<file path="config.mk">
export PLATFORM = sky130hd
export DESIGN_NAME = frame_reader
export DESIGN_NICKNAME = d
export VERILOG_FILES = /design/src/rtl/frame_reader.sv
export SDC_FILE = /design/constraint.sdc
export NUM_CORES = 1
export LEC_CHECK = 0
export BUFFER_PORTS_ARGS = -buffer_cell sky130_fd_sc_hd__buf_4
export CAP_MARGIN = 20
export CORE_UTILIZATION = 50
export CTS_CLUSTER_SIZE = 24
export DETAILED_ROUTE_END_ITERATION = 6
export GPL_ROUTABILITY_DRIVEN = 0
export HOLD_SLACK_MARGIN = 0.03
export PLACE_DENSITY = 0.72
export SLEW_MARGIN = 20
export SYNTH_ARGS = -nofsm -noshare
export SYNTH_HDL_FRONTEND = slang
export SYNTH_SLANG_ARGS = --single-unit
</file>
<file path="constraint.sdc">
create_clock -name Clk -period 5.5 [get_ports Clk]
set_clock_uncertainty 0.2 [all_clocks]
set_input_delay 0.275 -clock Clk [delete_from_list [all_inputs] [get_ports Clk]]
set_output_delay 0.275 -clock Clk [all_outputs]
set_load 0.01 [all_outputs]
</file>
<file path="src/rtl/frame_reader.sv">
// frame_reader
//
// Scan-out reader for double-buffered RGB332 frame buffers. Reads the buffer
// that is not being written in raster order, expands each pixel to 4-4-4 RGB
// and hands it to the display sink over a valid/ready handshake. The source
// buffer is latched only at frame start so a swap can never tear a frame.
//
// Ports:
//   Clk, Reset_n        clock (rising edge), asynchronous active-low reset
//   start               one-cycle frame start pulse, honoured only when idle
//   buffer_select       writer's select; 0 = buffer 0 is being written
//   frame_buffer_0_in   buffer 0 read data, valid one cycle after rd_en
//   frame_buffer_1_in   buffer 1 read data, valid one cycle after rd_en
//   rd_en, rd_addr      shared read strobe and linear address y*H_RES+x
//   pix_valid/pix_ready output handshake
//   pix_r/g/b           expanded colour of the head pixel
//   pix_sof, pix_eol    head pixel is address 0 / last pixel of a line
//   busy                frame in progress
//   frame_done          one-cycle pulse after the frame's last handshake
//
// Build option: define FRAME_READER_CONTINUOUS_EN to scan frames back to back
// without start pulses (busy then stays high until reset).

module frame_reader #(
  parameter int H_RES  = 320,
  parameter int V_RES  = 240,
  parameter int ADDR_W = 17
) (
  input  logic              Clk,
  input  logic              Reset_n,
  input  logic              start,
  input  logic              buffer_select,
  input  logic [7:0]        frame_buffer_0_in,
  input  logic [7:0]        frame_buffer_1_in,
  output logic              rd_en,
  output logic [ADDR_W-1:0] rd_addr,
  output logic              pix_valid,
  input  logic              pix_ready,
  output logic [3:0]        pix_r,
  output logic [3:0]        pix_g,
  output logic [3:0]        pix_b,
  output logic              pix_sof,
  output logic              pix_eol,
  output logic              busy,
  output logic              frame_done
);

  localparam int XW = (H_RES > 1) ? $clog2(H_RES) : 1;
  localparam int YW = (V_RES > 1) ? $clog2(V_RES) : 1;
  localparam logic [XW-1:0] X_LAST = XW'(H_RES - 1);
  localparam logic [YW-1:0] Y_LAST = YW'(V_RES - 1);

  typedef enum logic [1:0] {
    S_IDLE   = 2'd0,
    S_ACTIVE = 2'd1,
    S_DRAIN  = 2'd2
  } state_t;

  state_t              state_q, state_d;
  logic [XW-1:0]       x_q, x_d;
  logic [YW-1:0]       y_q, y_d;
  logic [ADDR_W-1:0]   addr_q, addr_d;
  logic                src_sel_q, src_sel_d;
  logic                frame_done_q, frame_done_d;

  // Tags of the read issued last cycle, travelling with its returning data.
  logic                inf_q;
  logic                inf_sof_q;
  logic                inf_eol_q;
  logic                inf_last_q;
  logic                inf_src_q;

  // Skid buffer entry: {last, eol, sof, data[7:0]}
  logic [10:0]         fifo_q [2];
  logic                wr_ptr_q;
  logic                rd_ptr_q;
  logic [1:0]          occ_q;

  logic [2:0]          level;
  logic                issue;
  logic                push;
  logic                pop;
  logic                last_addr;
  logic [7:0]          rd_data;
  logic [10:0]         wr_entry;
  logic [10:0]         head;

  assign head      = fifo_q[rd_ptr_q];
  assign pix_valid = (occ_q != 2'd0);
  assign pop       = pix_valid && pix_ready;
  assign push      = inf_q;

  // Entries that will remain after this cycle's pop, plus data still in flight.
  // Counting the pop lets reads stay gapless when the sink takes every pixel,
  // while still guaranteeing the buffer never holds more than two entries.
  assign level     = {1'b0, occ_q} + {2'b00, inf_q} - {2'b00, pop};
  assign issue     = (state_q == S_ACTIVE) && (level < 3'd2);
  assign last_addr = (x_q == X_LAST) && (y_q == Y_LAST);

  assign rd_en   = issue;
  assign rd_addr = addr_q;
  assign busy    = (state_q != S_IDLE);

  // Source tag is carried with the read so a re-latch of src_sel at a frame
  // boundary cannot redirect data that is still returning.
  assign rd_data  = inf_src_q ? frame_buffer_0_in : frame_buffer_1_in;
  assign wr_entry = {inf_last_q, inf_eol_q, inf_sof_q, rd_data};

  assign pix_r      = {head[7:5], head[7]};
  assign pix_g      = {head[4:2], head[4]};
  assign pix_b      = {head[1:0], head[1:0]};
  assign pix_sof    = head[8];
  assign pix_eol    = head[9];
  assign frame_done = frame_done_q;

  always_comb begin
    state_d      = state_q;
    x_d          = x_q;
    y_d          = y_q;
    addr_d       = addr_q;
    src_sel_d    = src_sel_q;
    frame_done_d = pop && head[10];

    unique case (state_q)
      S_IDLE: begin
        if (start) begin
          state_d   = S_ACTIVE;
          x_d       = '0;
          y_d       = '0;
          addr_d    = '0;
          src_sel_d = buffer_select;
        end
      end

      S_ACTIVE: begin
        if (issue) begin
          if (last_addr) begin
            x_d    = '0;
            y_d    = '0;
            addr_d = '0;
`ifdef FRAME_READER_CONTINUOUS_EN
            src_sel_d = buffer_select;
`else
            state_d = S_DRAIN;
`endif
          end else begin
            addr_d = addr_q + ADDR_W'(1);
            if (x_q == X_LAST) begin
              x_d = '0;
              y_d = y_q + YW'(1);
            end else begin
              x_d = x_q + XW'(1);
            end
          end
        end
      end

      S_DRAIN: begin
        // The last-tagged pixel is the final entry; its pop empties the frame.
        if (pop && head[10]) begin
          state_d = S_IDLE;
        end
      end

      default: state_d = S_IDLE;
    endcase
  end

  always_ff @(posedge Clk or negedge Reset_n) begin
    if (!Reset_n) begin
      state_q      <= S_IDLE;
      x_q          <= '0;
      y_q          <= '0;
      addr_q       <= '0;
      src_sel_q    <= 1'b0;
      frame_done_q <= 1'b0;
      inf_q        <= 1'b0;
      inf_sof_q    <= 1'b0;
      inf_eol_q    <= 1'b0;
      inf_last_q   <= 1'b0;
      inf_src_q    <= 1'b0;
    end else begin
      state_q      <= state_d;
      x_q          <= x_d;
      y_q          <= y_d;
      addr_q       <= addr_d;
      src_sel_q    <= src_sel_d;
      frame_done_q <= frame_done_d;
      inf_q        <= issue;
      if (issue) begin
        inf_sof_q  <= (addr_q == '0);
        inf_eol_q  <= (x_q == X_LAST);
        inf_last_q <= last_addr;
        inf_src_q  <= src_sel_q;
      end
    end
  end

  always_ff @(posedge Clk or negedge Reset_n) begin
    if (!Reset_n) begin
      for (int unsigned i = 0; i < 2; i++) begin
        fifo_q[i] <= '0;
      end
      wr_ptr_q <= 1'b0;
      rd_ptr_q <= 1'b0;
      occ_q    <= 2'd0;
    end else begin
      if (push) begin
        fifo_q[wr_ptr_q] <= wr_entry;
        wr_ptr_q         <= ~wr_ptr_q;
      end
      if (pop) begin
        rd_ptr_q <= ~rd_ptr_q;
      end
      unique case ({push, pop})
        2'b10:   occ_q <= occ_q + 2'd1;
        2'b01:   occ_q <= occ_q - 2'd1;
        default: occ_q <= occ_q;
      endcase
    end
  end

endmodule

</file>
# [Word level (Yosys, flattened, before mapping)]
# Index checks and enable logic that the tools add are counted.
[totals] regBits=69 inputBits=21 out_inout_bits=35 wordCells=84
[classes] addsub=7 magnitude_cmp=4 n_eq_ne=11 muxes=27 bitwise_logic=4 n_reduce_logical=15
[ops] cell="$mux W17" n=3
[ops] cell="$mux W11" n=4
[ops] cell="$mux W8" n=5
[ops] cell="$mux W9" n=4
[ops] cell="$pmux W17 S2" n=1
[ops] cell="$bwmux W22" n=1
[ops] cell="$pmux W9 S2" n=1
[ops] cell="$add A17 B1 Y17 const B" n=1
[ops] cell="$logic_not A17 Y1" n=1
[ops] cell="$pmux W8 S2" n=1
[ops] cell="$demux W11 S1" n=1
[ops] cell="$add A9 B1 Y9 const B" n=1
[ops] cell="$eq A9 B9 Y1 const B" n=1
[ops] cell="$add A8 B1 Y8 const B" n=1
[ops] cell="$eq A8 B8 Y1 const B" n=1
[ops] cell="$mux W2" n=4
[ops] cell="$ne A2 B2 Y1 const B" n=4
[ops] cell="$reduce_and A4 Y1" n=2
[ops] cell="$reduce_bool A2 Y1" n=4
[ops] cell="$pmux W2 S3" n=1
[ops] cell="$logic_and A1 B1 Y1" n=5
[ops] cell="$eq A2 B1 Y1 const B" n=2
[ops] cell="$eq A2 B2 Y1 const B" n=2
[ops] cell="$ge A2 B2 Y1 const B" n=2
[ops] cell="other kinds (13)" n=15

# [Longest topological paths before layout]
# Gate-level depths: netlist of run 1.
[depth] depth_word=7 ltp_mapped=11 ltp_nobuf=8

# [Worst setup path after synthesis of run 1]
# No wires, ideal clock.
[synth_path] kind="reg-to-reg" from="reg occ_q[1]" to="reg y_q[2]" setup_ns=0.133 arrival_ns=2.320 required_ns=5.167 setup_slack_ns=2.847 path_stages_with_launch=12 path_buffers=3 period_less_slack_ns=2.653 cell_sequence="dfrtp_1 nand2_1 nor2_1 o21ai_0 fa_1 xnor2_1 a31oi_2 buf_2 buf_6 buf_4 o31ai_1 o41ai_1"
[synth_between] elab_chain_len=7 word_cells_on_any_way=8 classes_between="2 x add/sub; 1 x order compare; 1 x eq/ne; 4 x reduce/logical"
[synth_lines] item="from (decl)" line="77" text="logic [1:0] occ_q;"
[synth_lines] item="from (signal assigned)" line="216" text="2'b10: occ_q <= occ_q + 2'd1;"
[synth_lines] item="from (signal assigned)" line="217" text="2'b01: occ_q <= occ_q - 2'd1;"
[synth_lines] item="from (signal assigned)" line="218" text="default: occ_q <= occ_q;"
[synth_lines] item="parallel branches: the longest is 2 deep, another holds $add A2 B1 Y3"
[synth_lines] item="$sub A3 B1 Y3 (*)" line="96" text="assign level = {1'b0, occ_q} + {2'b00, inf_q} - {2'b00, pop};"
[synth_lines] item="$lt A3 B2 Y1 (*)" line="97" text="assign issue = (state_q == S_ACTIVE) && (level < 3'd2);"
[synth_lines] item="$logic_and A1 B1 Y1 (*)" line="97"
[synth_lines] item="$ne A2 B2 Y1 (no source line) (*)"
[synth_lines] item="$reduce_and A4 Y1 (no source line) (*)"
[synth_lines] item="to (signal assigned)" line="185" text="y_q <= y_d;"
[synth_lines] item="to (decl)" line="61" text="logic [YW-1:0] y_q, y_d;"
# Every way passes the cells marked *.
# A chain may end at the register's enable or synchronous reset.

# [Final worst setup path of run 1]
[layout_path] from="reg occ_q[1]" to="reg y_q[0]"
# Same word-level chain as after synthesis.

==> results.ini, run 1 <==
[run_status]
status = finished clean

[synth]
yosysTopAreaCell = dfrtp_1
synthTopCellsByArea = dfrtp_1 (48%), mux2_2 (5.0%), o21ai_0 (4.9%)
syn_avg_cell_area_um2 = 10.0
yosysUniqueCellTypes = 50
synth_seq_area_share_pct = 48.2
async_flop_share_pct = 100
synthesis.area_um2 = 3580
synth_flop_cell = dfrtp_1
synth-edff-count = 0
yosysWarnings = 0
synthCells = 357
syn_nets = 384
ys_ff_latch = 69
yosysTopAreaCellShare_pct = 48.2

[place]
portBuffers = 55
dpl-instance-area_um2 = 4000
dp.cells = 486
place_ws_ns = 2.14
place_hpwl_mm = 5.20

[floorplanning]
start_util_pct = 52.2
std_cell_rows = 30
dieArea_um2 = 7510
coreArea_um2 = 6870
die_w_um = 86.7
fp.dieH_um = 86.7
io_pins = 56

[final_layout]
diodes = 0
layout_commonest_cell = dfrtp_1
drive_gt1_share_pct = 23.0
fin_nets = 430
post-route-util_pct = 62.1
final_cells = 504
fin_area_um2 = 4270
nFillCells = 589
mostFrequentLayoutCells = dfrtp_1 (69), buf_4 (56), nand2_1 (40)
syn2layout_area_growth_pct = 19.0

[min_path]
holdPathStages = 3
hold_path.class = input pin to flip-flop
hold_end = fifo_q[15]
min-delay-start = frame_buffer_1_in[4]

[clocking]
cts_buffers = 9
post-cts-setup-buffers = 0
cts_max_level = 3
clock_sinks = 69
cts_resized = 0
cts_hold_buf = 2
clock_path_buffers = 2
tritoncts = yes
cts_root_buffer = clkbuf_8
clk_pin_slew_ns = 0.07
clk_latency_ns = 0.34

[sta]
slew_headroom_pct = 33.9
timing.hold.ws_ns = 0.0428
slew_viol_final = 0
finalSetupViolCount = 0
rsz0062_at_grt = false
hold_viol = 0
fmax_mhz = 297
min_period_ns = 3.37
setup_ws_ns = 2.13
min_period_over_period_pct = 61.2
final.setup.tns_ns = 0
tightest_slew_ns = 0.992

[setup_path]
crit_required_ns = 5.52
worstSetupStartpointType = flip-flop
critical_path_class = flip-flop to flip-flop
arrival_ns = 3.39
timing.rr.start = occ_q[1]
worstSetupEndpointType = flip-flop
r2r_cells = 9
crit_path_max_fanout = 28
regToRegSetupSlack_ns = 2.13
r2r_end = y_q[0]

[power_and_ir_drop]
power.density_nw_per_um2 = 505
p_leak_nw = 1.90
ir_drop_v = 0.000254
fin_total_pwr_mw = 2.15

[route]
wirelength_mm = 7.67
drt-pass1-iter-count = 4
drcViolationCount = 0
viasPerCell = 5.77
vias = 2910
wl_per_cell_um = 15.2
antenna_left = 0
drt_iter0_markers = 202

[global_route]
overflow = 0
grt_max_degree = 70
grt_pass1_vias = 2762
grt_antenna_before_repair = 0
grt_first_pass_wirelength_mm = 13.2
grt_use_total_pct = 22.6

[job]
cap_violations = 0

## cell type report
cell class | count | area, um2 | share of cell area [%]
clock buffers | 12 | 145 | 3.40
multi-input cells | 254 | 1700 | 39.8
inverters | 11 | 41.3 | 0.968
flip-flops and latches | 69 | 1730 | 40.5
clock inverters | 4 | 95.1 | 2.23
repair buffers | 58 | 440 | 10.3
well taps | 96 | 120 | 2.82
## routing by layer
metal | wire length (um) | global-route usage [%] | part of all wire [%]
met5 | 0 | 0 | 0
met4 | 165 | 11.1 | 2.2
met3 | 275 | 3.62 | 3.6
met2 | 3620 | 35.3 | 47
met1 | 3610 | 30.8 | 47
## worst max-delay path by stage
stage                  start      to  slack [ns]
floorplan           occ_q[1]  y_q[2]        2.85
global placement    occ_q[1]  y_q[0]        2.20
detailed placement  occ_q[1]  y_q[0]        2.14
CTS                 occ_q[1]  y_q[0]        2.11
global route        occ_q[1]  y_q[0]        1.85
finish              occ_q[1]  y_q[0]        2.13
## sequential cells by signal, indices dropped and copies added, names as in the netlist, 2 cells and up
name	cells
fifo_q	22
rd_addr	17
x_q	9
y_q	8
occ_q	2
state_q	2
## worst max-delay path: stages, from the launching register on
cell	delay, ns
dfrtp_1	0.46
nand2_1	0.08
nor2_1	0.16
o21ai_0	0.14
fa_1	0.39
xnor2_1	0.20
a31oi_2	0.76
buf_4	0.39
nor2_2	0.13
mux2_1	0.35
## kinds of logic (layout without fill, tap and decap cells)
family                     count (synthesis)  in the layout  synth area share, %
DFF                                       69             69                 48.2
xor gates and xnor gates                   6              6                 1.47
AOI/OAI and AO/OA                         95             95                 16.4
muxes                                     26             26                 7.86
buffers and inverters                     34             85                 4.57
adders and majority gates                  6              6                 2.30
and+or+nand+nor                          121            121                 19.2
## report_power, final
group	switching, mW	internal, mW
registers	0.167	0.650
logic	0.463	0.377
clock network	0.183	0.313
total	0.812	1.34
## Yosys cell counts, types with 5 or more instances
master    number
a21oi_1       21
and3_1         5
and4_1         5
buf_4          6
clkbuf_1      10
dfrtp_1       69
ha_1           5
inv_1         11
mux2_2        16
mux2i_1        9
nand2_1       40
nand3_1       15
nand4_1        5
o21ai_0       35
o31ai_1       17
or3_1          7
or4_1         13
No activity file was read; power rests on OpenSTA's default activity.
==> inputs of run 2 (changes only) <==
Clock period 5.5 ns to 3.3 ns, I/O delays scaled along.
==> run 2 against run 1 <==
Net effect: die area unchanged; worst hold slack gained 0.22 ns; sequential power is 66% higher; non-clock buffer count increased by 20; core utilization rose by 2.1 points.
==> results.ini, run 2 (same netlist as run 1, synthesis figures left out) <==
[setup_path]
crit_required_ns = 3.33  ; -2.19 ns
r2r_cells = 9  ; unchanged
critical_path_class = flip-flop to flip-flop
timing.rr.start = occ_q[1]
crit_path_max_fanout = 48  ; +71%
regToRegSetupSlack_ns = 0.31  ; -1.83 ns
r2r_end = y_q[7]
worstSetupStartpointType = flip-flop
worstSetupEndpointType = flip-flop
arrival_ns = 3.03  ; -0.36 ns

[power_and_ir_drop]
p_clk_share_pct = 17.7  ; -5.4 points
ir_drop_v = 0.000485  ; +91%
swShare_pct = 40.6  ; +2.8 points
fin_total_pwr_mw = 3.47  ; +61%
p_leak_nw = 1.95  ; +2.5%
p_seq_share_pct = 39.1  ; +1.2 points
combPwrFrac_pct = 43.2  ; +4.2 points
power.density_nw_per_um2 = 787  ; +56%
internal_power_mw = 2.06  ; +54%
p_switching_mw = 1.41  ; +73%

[global_route]
grt_pass1_vias = 2734  ; -1.0%
grt_util_met3_pct = 4.95  ; +1.3 points
grt_max_degree = 70  ; unchanged
grt_util_met1_pct = 31.3  ; +0.57 points
grt_antenna_before_repair = 0  ; unchanged
gr-max-usage-layer = met2
grt_first_pass_wirelength_mm = 13.1  ; -0.52%
grt_use_total_pct = 22.7  ; +0.096 points
overflow = 0  ; unchanged
grt_util_met2_pct = 34.7  ; -0.58 points

[place]
place_ws_ns = 0.393  ; -1.74 ns
portBuffers = 55  ; unchanged
place_hpwl_mm = 5.04  ; -3.2%

[sta]
min_period_over_period_pct = 90.7  ; +29 points
tightest_slew_ns = 0.855  ; -0.137 ns
rsz0062_at_grt = false
timing.hold.ws_ns = 0.263  ; +0.220 ns
setup_ws_ns = 0.307  ; -1.83 ns
min_period_ns = 2.99  ; -0.374 ns
fmax_mhz = 334  ; +13%
final.setup.tns_ns = 0  ; unchanged
hold_viol = 0  ; unchanged
slew_headroom_pct = 43.0  ; +9.2 points
slew_viol_final = 0  ; unchanged
finalSetupViolCount = 0  ; unchanged

[final_layout]
syn2layout_area_growth_pct = 23.1
register_area_um2 = 1730  ; unchanged
nFillCells = 555  ; -5.8%
diodes = 0  ; unchanged
layout_commonest_cell = dfrtp_1
mostFrequentLayoutCells = dfrtp_1 (69), buf_4 (57), nand2_1 (40)
regMostFlops = fifo_q
multi_input_area_um2 = 1700  ; about the same
fin_nets = 450  ; +4.7%
largest_register_ff_count = 22  ; unchanged
drive_gt1_share_pct = 22.9  ; -0.14 points
post-route-util_pct = 64.2  ; +2.1 points

[clocking]
tritoncts = yes
clock_path_buffers = 2  ; unchanged
clk_latency_ns = 0.35  ; about the same
cts_buffers = 9  ; unchanged
clk_pin_slew_ns = 0.08  ; about the same
cts_root_buffer = clkbuf_8
post-cts-setup-buffers = 0  ; unchanged
clock_sinks = 69  ; unchanged
cts_max_level = 3  ; unchanged

[min_path]
hold_path.class = input pin to async pin

[floorplanning]
fp.dieH_um = 86.7  ; unchanged
start_util_pct = 52.2  ; unchanged
io_pins = 56  ; unchanged
coreArea_um2 = 6870  ; unchanged
die_w_um = 86.7  ; unchanged
std_cell_rows = 30  ; unchanged
dieArea_um2 = 7510  ; unchanged

[route]
wl_per_cell_um = 15.1  ; -0.59%
antenna_left = 0  ; unchanged
viasPerCell = 5.61  ; -2.8%
wirelength_mm = 7.93  ; +3.4%
drcViolationCount = 0  ; unchanged
drt-pass1-iter-count = 5  ; +1
drt_iter0_markers = 150  ; -26%
vias = 2942  ; +1.1%

[run_status]
status = finished clean

[job]
cap_violations = 0  ; unchanged

[run 2: cell count changes in the layout (fill, tap and decap cells not counted), moves of 2 or more]
cell | before | now
dlygate4sd3_1 | 2 | 20
clkinvlp_4 | 0 | 4
bufinv_16 | 3 | 0
clkbuf_1 | 2 | 0
clkinv_4 | 0 | 2
[run 2: final cells by class]
class | count | area share, %
inverter | 11 | 0.936
multi-input combinational | 254 | 38.5
tap | 96 | 2.72
clock buffer | 9 | 2.81
clock inverter | 7 | 1.19
sequential | 69 | 39.1
timing repair buffer | 78 | 14.7
[run 2: metal layers]
metal / part of all wire [%] / vias up
li1: - / 1449
met1: 47 / 1412
met2: 47 / 73
met3: 4.1 / 8
met4: 1.1 / 0
met5: 0 / -
[run 2: how the worst max path moves through the flow]
stage | startpoint | endpoint | slack (ns) | depth (start not counted)
after CTS | occ_q[1] | rd_en | 0.13 | 8
after global routing | occ_q[1] | y_q[7] | 0.1 | 9
after detailed placement | occ_q[1] | y_q[7] | 0.39 | 9
after global placement | occ_q[1] | y_q[7] | 0.46 | 9
final | occ_q[1] | y_q[7] | 0.31 | 9
after floorplan | occ_q[1] | y_q[2] | 0.65 | 11
[run 2: repair_timing]
item                       4_1_cts  5_1_grt
gates resized for setup          0        1
setup endpoints to repair        0        1
hold buffers                    20        0
hold endpoints to repair        89        0
[run 2: power groups by stage]
stage | registers [mW] | logic [mW] | clock network (mW)
2_1_floorplan | 1.28 | 1.07 | 0
5_1_grt | 1.40 | 1.67 | 0.656
3_5_place_dp | 1.37 | 1.44 | 0
6_report | 1.36 | 1.50 | 0.614
4_1_cts | 1.36 | 1.50 | 0.627
3_3_place_gp | 1.36 | 1.41 | 0
[run 2: through the flow]
| stage | cell area [um2] | cells |
|---|---|---|
| after floorplan | 3580 | 357 |
| after global placement | 4030 | 488 |
| after detailed placement | 4030 | 488 |
| after CTS | 4410 | 524 |
| after global routing | 4410 | 524 |
| final | 4410 | 524 |
[run 2: worst max-delay path, cell delays in order (launching register included)]
cell and delay [ns]:
dfrtp_1 0.46, nand2_1 0.09, nor2_1 0.16, o21ai_0 0.14
fa_1 0.39, xnor2_1 0.36, a31oi_2 0.17, buf_12 0.21
or4_1 0.53, o2111a_1 0.16
